--- src/rtl/mc_core.sv ---
// Multi-cycle core: FETCH/EXEC/MEM sequencer with req/ack handshakes to external
// instruction and data memories, HALT/DONE_PC completion and a saturating cycle counter.
module mc_core #(
    parameter int unsigned D       = 10,
    parameter int unsigned W       = 8,
    parameter int unsigned RW      = 3,
    parameter int unsigned DONE_PC = 354,
    parameter int unsigned CW      = 16
) (
    input  logic          clk,
    input  logic          reset,
    input  logic          start,
    output logic          imem_req,
    output logic [D-1:0]  imem_addr,
    input  logic          imem_ack,
    input  logic [8:0]    imem_data,
    output logic          dmem_req,
    output logic          dmem_we,
    output logic [W-1:0]  dmem_addr,
    output logic [W-1:0]  dmem_wdata,
    input  logic          dmem_ack,
    input  logic [W-1:0]  dmem_rdata,
    output logic          done,
    output logic [CW-1:0] cycle_cnt
);

    localparam int unsigned   NREG   = 2 ** RW;
    localparam logic [D-1:0]  DonePc = D'(DONE_PC);
    localparam logic [CW-1:0] CntMax = '1;

    typedef enum logic [2:0] {StIdle, StFetch, StExec, StMem, StDone} state_e;

    state_e         state_q, state_d;
    logic [D-1:0]   pc_q;
    logic [8:0]     ir_q;
    logic [W-1:0]   regs_q [NREG];
    logic           dm_we_q;
    logic [W-1:0]   dm_addr_q, dm_wdata_q;
    logic [CW-1:0]  cnt_q;

    logic [2:0]     op;
    logic [RW-1:0]  ra, rb;
    logic [W-1:0]   va, vb, alu_res;
    logic [D-1:0]   br_off;
    logic           at_done_pc, is_halt, is_mem, go, active;

    assign op         = ir_q[8:6];
    assign ra         = ir_q[3 +: RW];
    assign rb         = ir_q[0 +: RW];
    assign va         = regs_q[ra];
    assign vb         = regs_q[rb];
    assign br_off     = {{(D-3){ir_q[2]}}, ir_q[2:0]};
    assign at_done_pc = (pc_q == DonePc);
    assign is_halt    = (op == 3'b111) && (ir_q[2:0] == 3'b000);
    assign is_mem     = (op == 3'b101) || (op == 3'b110);
    assign go         = start && ((state_q == StIdle) || (state_q == StDone));
    assign active     = (state_q == StFetch) || (state_q == StExec) || (state_q == StMem);

    always_comb begin
        case (op[1:0])
            2'b00:   alu_res = va + vb;
            2'b01:   alu_res = va - vb;
            2'b10:   alu_res = va & vb;
            default: alu_res = va ^ vb;
        endcase
    end

    always_ff @(posedge clk or negedge reset) begin
        if (!reset) begin
            state_q <= StIdle;
        end else begin
            state_q <= state_d;
        end
    end

    always_comb begin
        state_d = state_q;
        case (state_q)
            StIdle:  if (start) state_d = StFetch;
            StFetch: begin
                if (at_done_pc)    state_d = StDone;
                else if (imem_ack) state_d = StExec;
            end
            StExec: begin
                if (is_mem)       state_d = StMem;
                else if (is_halt) state_d = StDone;
                else              state_d = StFetch;
            end
            StMem:   if (dmem_ack) state_d = StFetch;
            StDone:  if (start) state_d = StFetch;
            default: state_d = StIdle;
        endcase
    end

    // Outputs decode straight from registered state so reset clears them asynchronously.
    always_comb begin
        imem_req   = (state_q == StFetch) && !at_done_pc;
        imem_addr  = pc_q;
        dmem_req   = (state_q == StMem);
        dmem_we    = (state_q == StMem) && dm_we_q;
        dmem_addr  = dm_addr_q;
        dmem_wdata = dm_wdata_q;
        done       = (state_q == StDone);
        cycle_cnt  = cnt_q;
    end

    always_ff @(posedge clk or negedge reset) begin
        if (!reset) begin
            pc_q       <= '0;
            ir_q       <= '0;
            dm_we_q    <= 1'b0;
            dm_addr_q  <= '0;
            dm_wdata_q <= '0;
            for (int i = 0; i < NREG; i++) regs_q[i] <= '0;
        end else begin
            case (state_q)
                StIdle, StDone: if (start) pc_q <= '0;
                StFetch: if (imem_ack && !at_done_pc) ir_q <= imem_data;
                StExec: begin
                    if (!op[2]) begin
                        regs_q[ra] <= alu_res;
                        pc_q       <= pc_q + D'(1);
                    end else begin
                        case (op[1:0])
                            2'b00: begin
                                regs_q[0] <= W'(ir_q[5:0]);
                                pc_q      <= pc_q + D'(1);
                            end
                            2'b01, 2'b10: begin
                                dm_we_q    <= op[1];
                                dm_addr_q  <= vb;
                                dm_wdata_q <= va;
                            end
                            default: begin
                                // b == 0 is HALT: PC stays put.
                                if (ir_q[2:0] != 3'b000) begin
                                    pc_q <= (va != '0) ? pc_q + br_off : pc_q + D'(1);
                                end
                            end
                        endcase
                    end
                end
                StMem: begin
                    if (dmem_ack) begin
                        if (!dm_we_q) regs_q[ra] <= dmem_rdata;
                        pc_q <= pc_q + D'(1);
                    end
                end
                default: ;
            endcase
        end
    end

    always_ff @(posedge clk or negedge reset) begin
        if (!reset) begin
            cnt_q <= '0;
        end else if (go) begin
            cnt_q <= '0;
        end else if (active && (cnt_q != CntMax)) begin
            cnt_q <= cnt_q + CW'(1);
        end
    end

endmodule

--- config.mk ---
export PLATFORM = sky130hd
export DESIGN_NAME = mc_core
export DESIGN_NICKNAME = d
export VERILOG_FILES = /design/src/rtl/mc_core.sv
export SDC_FILE = /design/constraint.sdc
export NUM_CORES = 1
export LEC_CHECK = 0
export CAP_MARGIN = 20
export CORE_UTILIZATION = 40
export CTS_BUF_LIST = sky130_fd_sc_hd__clkbuf_16
export DETAILED_ROUTE_END_ITERATION = 12
export PLACE_DENSITY = 0.7
export RECOVER_POWER = 25
export SYNTH_ARGS = -nofsm -noshare
export SYNTH_HDL_FRONTEND = slang
export SYNTH_SLANG_ARGS = --single-unit
--- constraint.sdc ---
create_clock -name clk -period 4 [get_ports clk]
set_input_delay 0.8 -clock clk [delete_from_list [all_inputs] [get_ports clk]]
set_output_delay 0.8 -clock clk [all_outputs]
set_load 0.02 [all_outputs]
=== Yosys cells after proc, flatten, opt, wreduce, memory -nomap -nowiden ===
Cells that the tools add are included.

* Register bits: 119
* Bits in latches: 0
* RAM bits: 0
* Bits in read-only memories: 0
* Input port bits: 22
* Output and inout bits: 46
* Logic and storage cells: 107
* Memories kept: 0

* Add/subtract/negate cells: 5
* Multiply operators: 0
* Div/mod/pow operators: 0
* Magnitude comparators: 3
* Eq/ne operators: 19
* Shifts and indexed selects: 0
* Muxes and demuxes: 33
* Bitwise logic cells: 4
* Reductions and logical operators: 28

{| class="wikitable"
|+ Operators by type and width
! operator !! count
|-
| $bwmux W64 || 2
|-
| $mux W64 || 2
|-
| $pmux W64 S2 || 1
|-
| $mux W56 || 1
|-
| $mux W8 || 7
|-
| $mux W10 || 5
|-
| $bmux W8 S3 || 2
|-
| $mux W16 || 2
|-
| $pmux W10 S3 || 1
|-
| $demux W8 S3 || 1
|-
| $pmux W8 S3 || 1
|-
| $pmux W10 S2 || 1
|-
| $mux W3 || 6
|-
| $add A16 B1 Y16 const B || 1
|-
| $ne A16 B16 Y1 const B || 1
|-
| $eq A3 B3 Y1 const B || 4
|-
| $pmux W3 S4 || 1
|-
| $add A10 B1 Y10 const B || 1
|-
| $add A10 B10 Y10 || 1
|-
| $eq A10 B9 Y1 const B || 1
|-
| $add A8 B8 Y8 || 1
|-
| $and A8 B8 Y8 || 1
|-
| $ge A4 B4 Y1 const B || 2
|-
| $not A3 Y4 || 2
|-
| 25 further kinds || 44
|}

=== Depth between registers and ports, before layout ===
Gate-level depths: netlist (run 1).

* Depth in word-level cells: 10
* Mapped depth: 19
* Mapped depth without buffers: 15

=== Least setup slack after synthesis (run 1) ===
Ideal clock, no wire load.

* Kind: register to register
* Start point: register ir_q[2]
* End point: register regs_q[11] in the netlist's numbering
* Library setup time: 0.139 ns
* Arrival: 4.066 ns
* Data required time: 3.861 ns
* Slack: -0.204 ns
* Stages on the path, launching flop included: 18
* Path buffers: 3
* Period minus slack after synthesis: 4.204 ns
* Cell sequence: dfrtp_1 buf_2 buf_1 clkbuf_1 mux4_2 mux2i_1 ha_1 nor2_1 a21oi_1 inv_1 ha_1 nor2b_1 o21a_1 or3_1 a32o_1 mux2_2 mux2i_1 o21ai_0

* Cells in the longest elaborated chain, start to end: 9
* Elaborated cells on any way between the ends: 12
* Classes of those cells: add/sub: 2; mux: 7; bitwise: 3

{| class="wikitable"
|+ RTL lines
! element !! RTL line !! text
|-
| start: declaration || 35 || <nowiki>logic [8:0] ir_q;</nowiki>
|-
| start signal: assignment || 118 || <nowiki>StFetch: if (imem_ack && !at_done_pc) ir_q <= imem_data;</nowiki>
|-
| $not A3 Y4 (not written as such) (*) || 51 || <nowiki>assign vb = regs_q[rb];</nowiki>
|-
| $bmux W8 S3 (*) || 51 ||
|-
| $mux W8 (not written as such) (*) (2 in series) || 51 ||
|-
| $sub A8 B8 Y8 (tied with other cells) || 62 || <nowiki>2'b01: alu_res = va - vb;</nowiki>
|-
| $pmux W8 S3 (*) || 60 || <nowiki>case (op[1:0])</nowiki>
|-
| $bwmux W64 (*) || 121 || <nowiki>regs_q[ra] <= alu_res;</nowiki>
|-
| $mux W56 (*) || 120 || <nowiki>if (!op[2]) begin</nowiki>
|-
| $pmux W64 S2 (*) || 116 || <nowiki>case (state_q)</nowiki>
|-
| end signal: indexed assignment || 121 ||
|-
| end signal: indexed assignment || 145 || <nowiki>if (!dm_we_q) regs_q[ra] <= dmem_rdata;</nowiki>
|-
| end: declaration || 36 || <nowiki>logic [W-1:0] regs_q [NREG];</nowiki>
|}

Mark *: on every way between the ends. The rest lies on a longest branch, timed or not. The select of a mux whose other input is x is not followed.
A chain may end at the register's enable or synchronous reset.

=== Final worst setup path (run 1) ===
* Start point: register ir_q[1]
* End point: register regs_q[31] in the netlist's numbering

* Cells in the longest elaborated chain, start to end: 9
* Elaborated cells on any way between the ends: 12
* Classes of those cells: add/sub: 2; mux: 7; bitwise: 3

{| class="wikitable"
|+ RTL lines
! element !! RTL line !! text
|-
| $not A3 Y4 (not written as such) (*) || 51 ||
|-
| $bmux W8 S3 (*) || 51 ||
|-
| $mux W8 (not written as such) (*) (2 in series) || 51 ||
|-
| via vb[5] || 43 || <nowiki>logic [W-1:0] va, vb, alu_res;</nowiki>
|-
| $sub A8 B8 Y8 or $add A8 B8 Y8 (tied branches) || 62, 61 ||
|-
| $pmux W8 S3 (*) || 60 ||
|-
| $bwmux W64 (*) || 121 ||
|-
| $mux W56 (*) || 120 ||
|-
| $pmux W64 S2 (*) || 116 ||
|}

Mark *: on every way through the listed nets, which the timed path passes. The rest lies on a longest branch. The select of a mux whose other input is x is not followed.

==> results.json, run 1 <==
{
  "status": "completed",
  "yosysUniqueCellTypes": 65,
  "post-route-period-util_pct": 95.7,
  "startpoint_type": "flip-flop",
  "pin_count": 68,
  "remaining_drc_errors": 0,
  "cts_tree": "done",
  "grt_pass1_wl_um": 34500,
  "hold_viol_final": 0,
  "final_cell_mix": "124 x nand2_1, 116 x dfrtp_1, 90 x o21ai_0",
  "hpwlAfterDp_um": 15200,
  "cts_buffer_depth": 2,
  "grt-ovfl-total": 0,
  "synth_simple_gate_area_share_pct": 17.5,
  "clk_latency_ns": 0.43,
  "path_max_fanout": 8,
  "coreArea_um2": 18800,
  "cp-end-kind": "flip-flop",
  "worst_slew_pin_slew_ns": 1.47,
  "wire_per_inst_um": 18.9,
  "layout_commonest_cell": "nand2_1",
  "synth_edf_count": 0,
  "clock-sinks": 119,
  "first_iter_violations": 691,
  "vias": 6696,
  "grt_usage_pct": 22.8,
  "ys_ff_latch": 119,
  "path_clk_slew_ns": 0.06,
  "area_growth_pct": 22.2,
  "reg2reg_to": "regs_q[31]",
  "min_path_cells": 2,
  "syn_area_per_cell_um2": 9.47,
  "grt_max_degree": 59,
  "synth_compound_area_share_pct": 15.8,
  "critical_path_required_ns": 4.28,
  "root_buffer": "clkbuf_16",
  "fmax_mhz": 261,
  "hold-path-endpoint": "dmem_addr[4]",
  "slew_violations": 0,
  "synthAdderAreaFrac_pct": 5.91,
  "finalSetupViolCount": 0,
  "r2r-start": "ir_q[1]",
  "ant_nets": 0,
  "synth_xor_area_share_pct": 3.52,
  "slew_headroom_pct": 2.00,
  "syn_inst": 810,
  "fp.dieW_um": 140,
  "die_h_um": 140,
  "grt_pass1_vias": 6301,
  "drt_pre_antenna_iters": 5,
  "path_class": "flip-flop to flip-flop",
  "netlist_area_um2": 7670,
  "min_path_type": "flip-flop to flip-flop",
  "worstHoldStart": "dmem_addr[4]",
  "numCtsBuffers": 17,
  "via_per_inst": 5.88,
  "postCtsHoldBufs": 0,
  "fin_crit_ns": 3.83,
  "synthArstFlopShare_pct": 100,
  "crit_arrival_ns": 4.10,
  "synth_nets": 867,
  "maxCapViolCount": 0,
  "synth.area.mux_share_pct": 14.7,
  "dieArea_um2": 19700,
  "seq_area_frac_synth_pct": 38.8,
  "portBuffers": 67,
  "nNetsFinal": 949,
  "rows": 50,
  "antenna_found_initial": 0,
  "start_util_pct": 40.9,
  "ys_warn_count": 0,
  "finalWirelength_um": 21500,
  "synth_top_family_by_area": "simple AND/OR/NAND/NOR gates",
  "cts_htree_levels": 4,
  "rsz0062_at_grt": "no",
  "tns_ns": 0,
  "synthFlopType": "dfrtp_1",
  "finalClockSkew_ns": 0.00647,
  "n_antenna_cell": 0,
  "drive_above_1_share_pct": 13.4,
  "place_congestion": 0.958,
  "reg2reg_setup_slack_ns": 0.17,
  "rr_worst_depth": 17
}
registers in the layout (all words and copies together) (netlist names):
signal	cells
regs_q	64
cycle_cnt	16
imem_addr	10
ir_q	9
dmem_addr	8
dmem_wdata	8
state_q	3
dm_we_q	1
area by class of cell:
cell class | count | area, um2
timing repair buffer | 101 | 922
clock buffer | 17 | 425
fill | 1745 | 9400
tap | 234 | 293
inverter | 26 | 97.6
clock inverter | 15 | 203
multi-input combinational | 627 | 4450
sequential | 119 | 2980
layer usage:
metal  GRT usage [%]  vias up  routed length [um]
li1                -     3107                   -
met1            31.7     3270                9740
met2            34.3      274                9690
met3            4.72       45                1400
met4            9.78        0                 700
met5               0        -                   0
logic make-up (layout without fill, tap and decap cells):
| group | after synthesis | after routing |
|---|---|---|
| buf+inv | 64 | 159 |
| xor+xnor | 30 | 30 |
| fa+ha+maj | 35 | 35 |
| compound gates | 198 | 198 |
| mux | 71 | 71 |
| simple gates | 293 | 293 |
| flops | 119 | 119 |
timing repair:
| item | in CTS | in global routing |
|---|---|---|
| pin swaps | 0 | 2 |
| setup endpoints to repair | 2 | 32 |
| resized for setup | 1 | 12 |
| buffers inserted | 0 | 3 |
worst max-delay path: stages (launching register included):
cell and delay, ns:
dfrtp_2 0.45, buf_4 0.17, buf_4 0.15, mux4_1 0.57, nand2_1 0.11, nand2_1 0.07, or2_2 0.32, inv_1 0.06
a21oi_1 0.07, xnor2_1 0.13, ha_1 0.21, or3_1 0.36, o21ai_0 0.09, a21oi_1 0.09, xnor2_2 0.20, mux2i_1 0.24
and3_4 0.28, o31ai_1 0.10
synth_stat cells (17+ instances only):
master | n | area (um2)
a21oi_1 | 34 | 170
clkbuf_1 | 24 | 90.1
dfrtp_1 | 119 | 2980
ha_1 | 33 | 413
inv_1 | 23 | 86.3
mux2_2 | 23 | 259
mux2i_1 | 19 | 190
nand2_1 | 124 | 465
nand3_1 | 21 | 105
nor2_1 | 60 | 225
nor3_1 | 17 | 85.1
o21ai_0 | 90 | 450
xnor2_1 | 17 | 149
stage by stage:
stage	utilization, %	hold slack [ns]	std cells	setup slack (ns)	instance area (um2)
after floorplan	-	0.455	810	0.0105	7680
after global placement	46.3	0.461	1104	0.154	8700
after detailed placement	46.3	0.470	1104	0.0996	8700
after CTS	49.7	0.476	1136	0.0178	9340
after global routing	49.9	0.502	1139	0.00257	9370
final	49.9	0.473	1139	0.174	9370
how the worst max path moves through the flow:
stage	depth (start not counted)	endpoint	start
after floorplan	18	regs_q[59]	ir_q[1]
after global placement	13	regs_q[30]	ir_q[1]
after detailed placement	15	regs_q[55]	ir_q[1]
after CTS	15	regs_q[47]	ir_q[1]
after global routing	17	regs_q[63]	ir_q[1]
final	17	regs_q[31]	ir_q[1]
Power of run 1 is not shown: default switching activity piles up to over one toggle a cycle in this logic, so the estimate is an artifact.
==> inputs of run 2 (changes only) <==
--- a/config.mk
+++ b/config.mk
@@ -9,6 +9,7 @@
 export CORE_UTILIZATION = 40
 export CTS_BUF_LIST = sky130_fd_sc_hd__clkbuf_16
 export DETAILED_ROUTE_END_ITERATION = 12
+export HOLD_SLACK_MARGIN = 0.15
 export PLACE_DENSITY = 0.7
 export RECOVER_POWER = 25
 export SYNTH_ARGS = -nofsm -noshare
==> results of run 2 <==
The final DEF is identical to that of run 1; final timing and power are the same.
Power of run 2 is left out for the same reason.
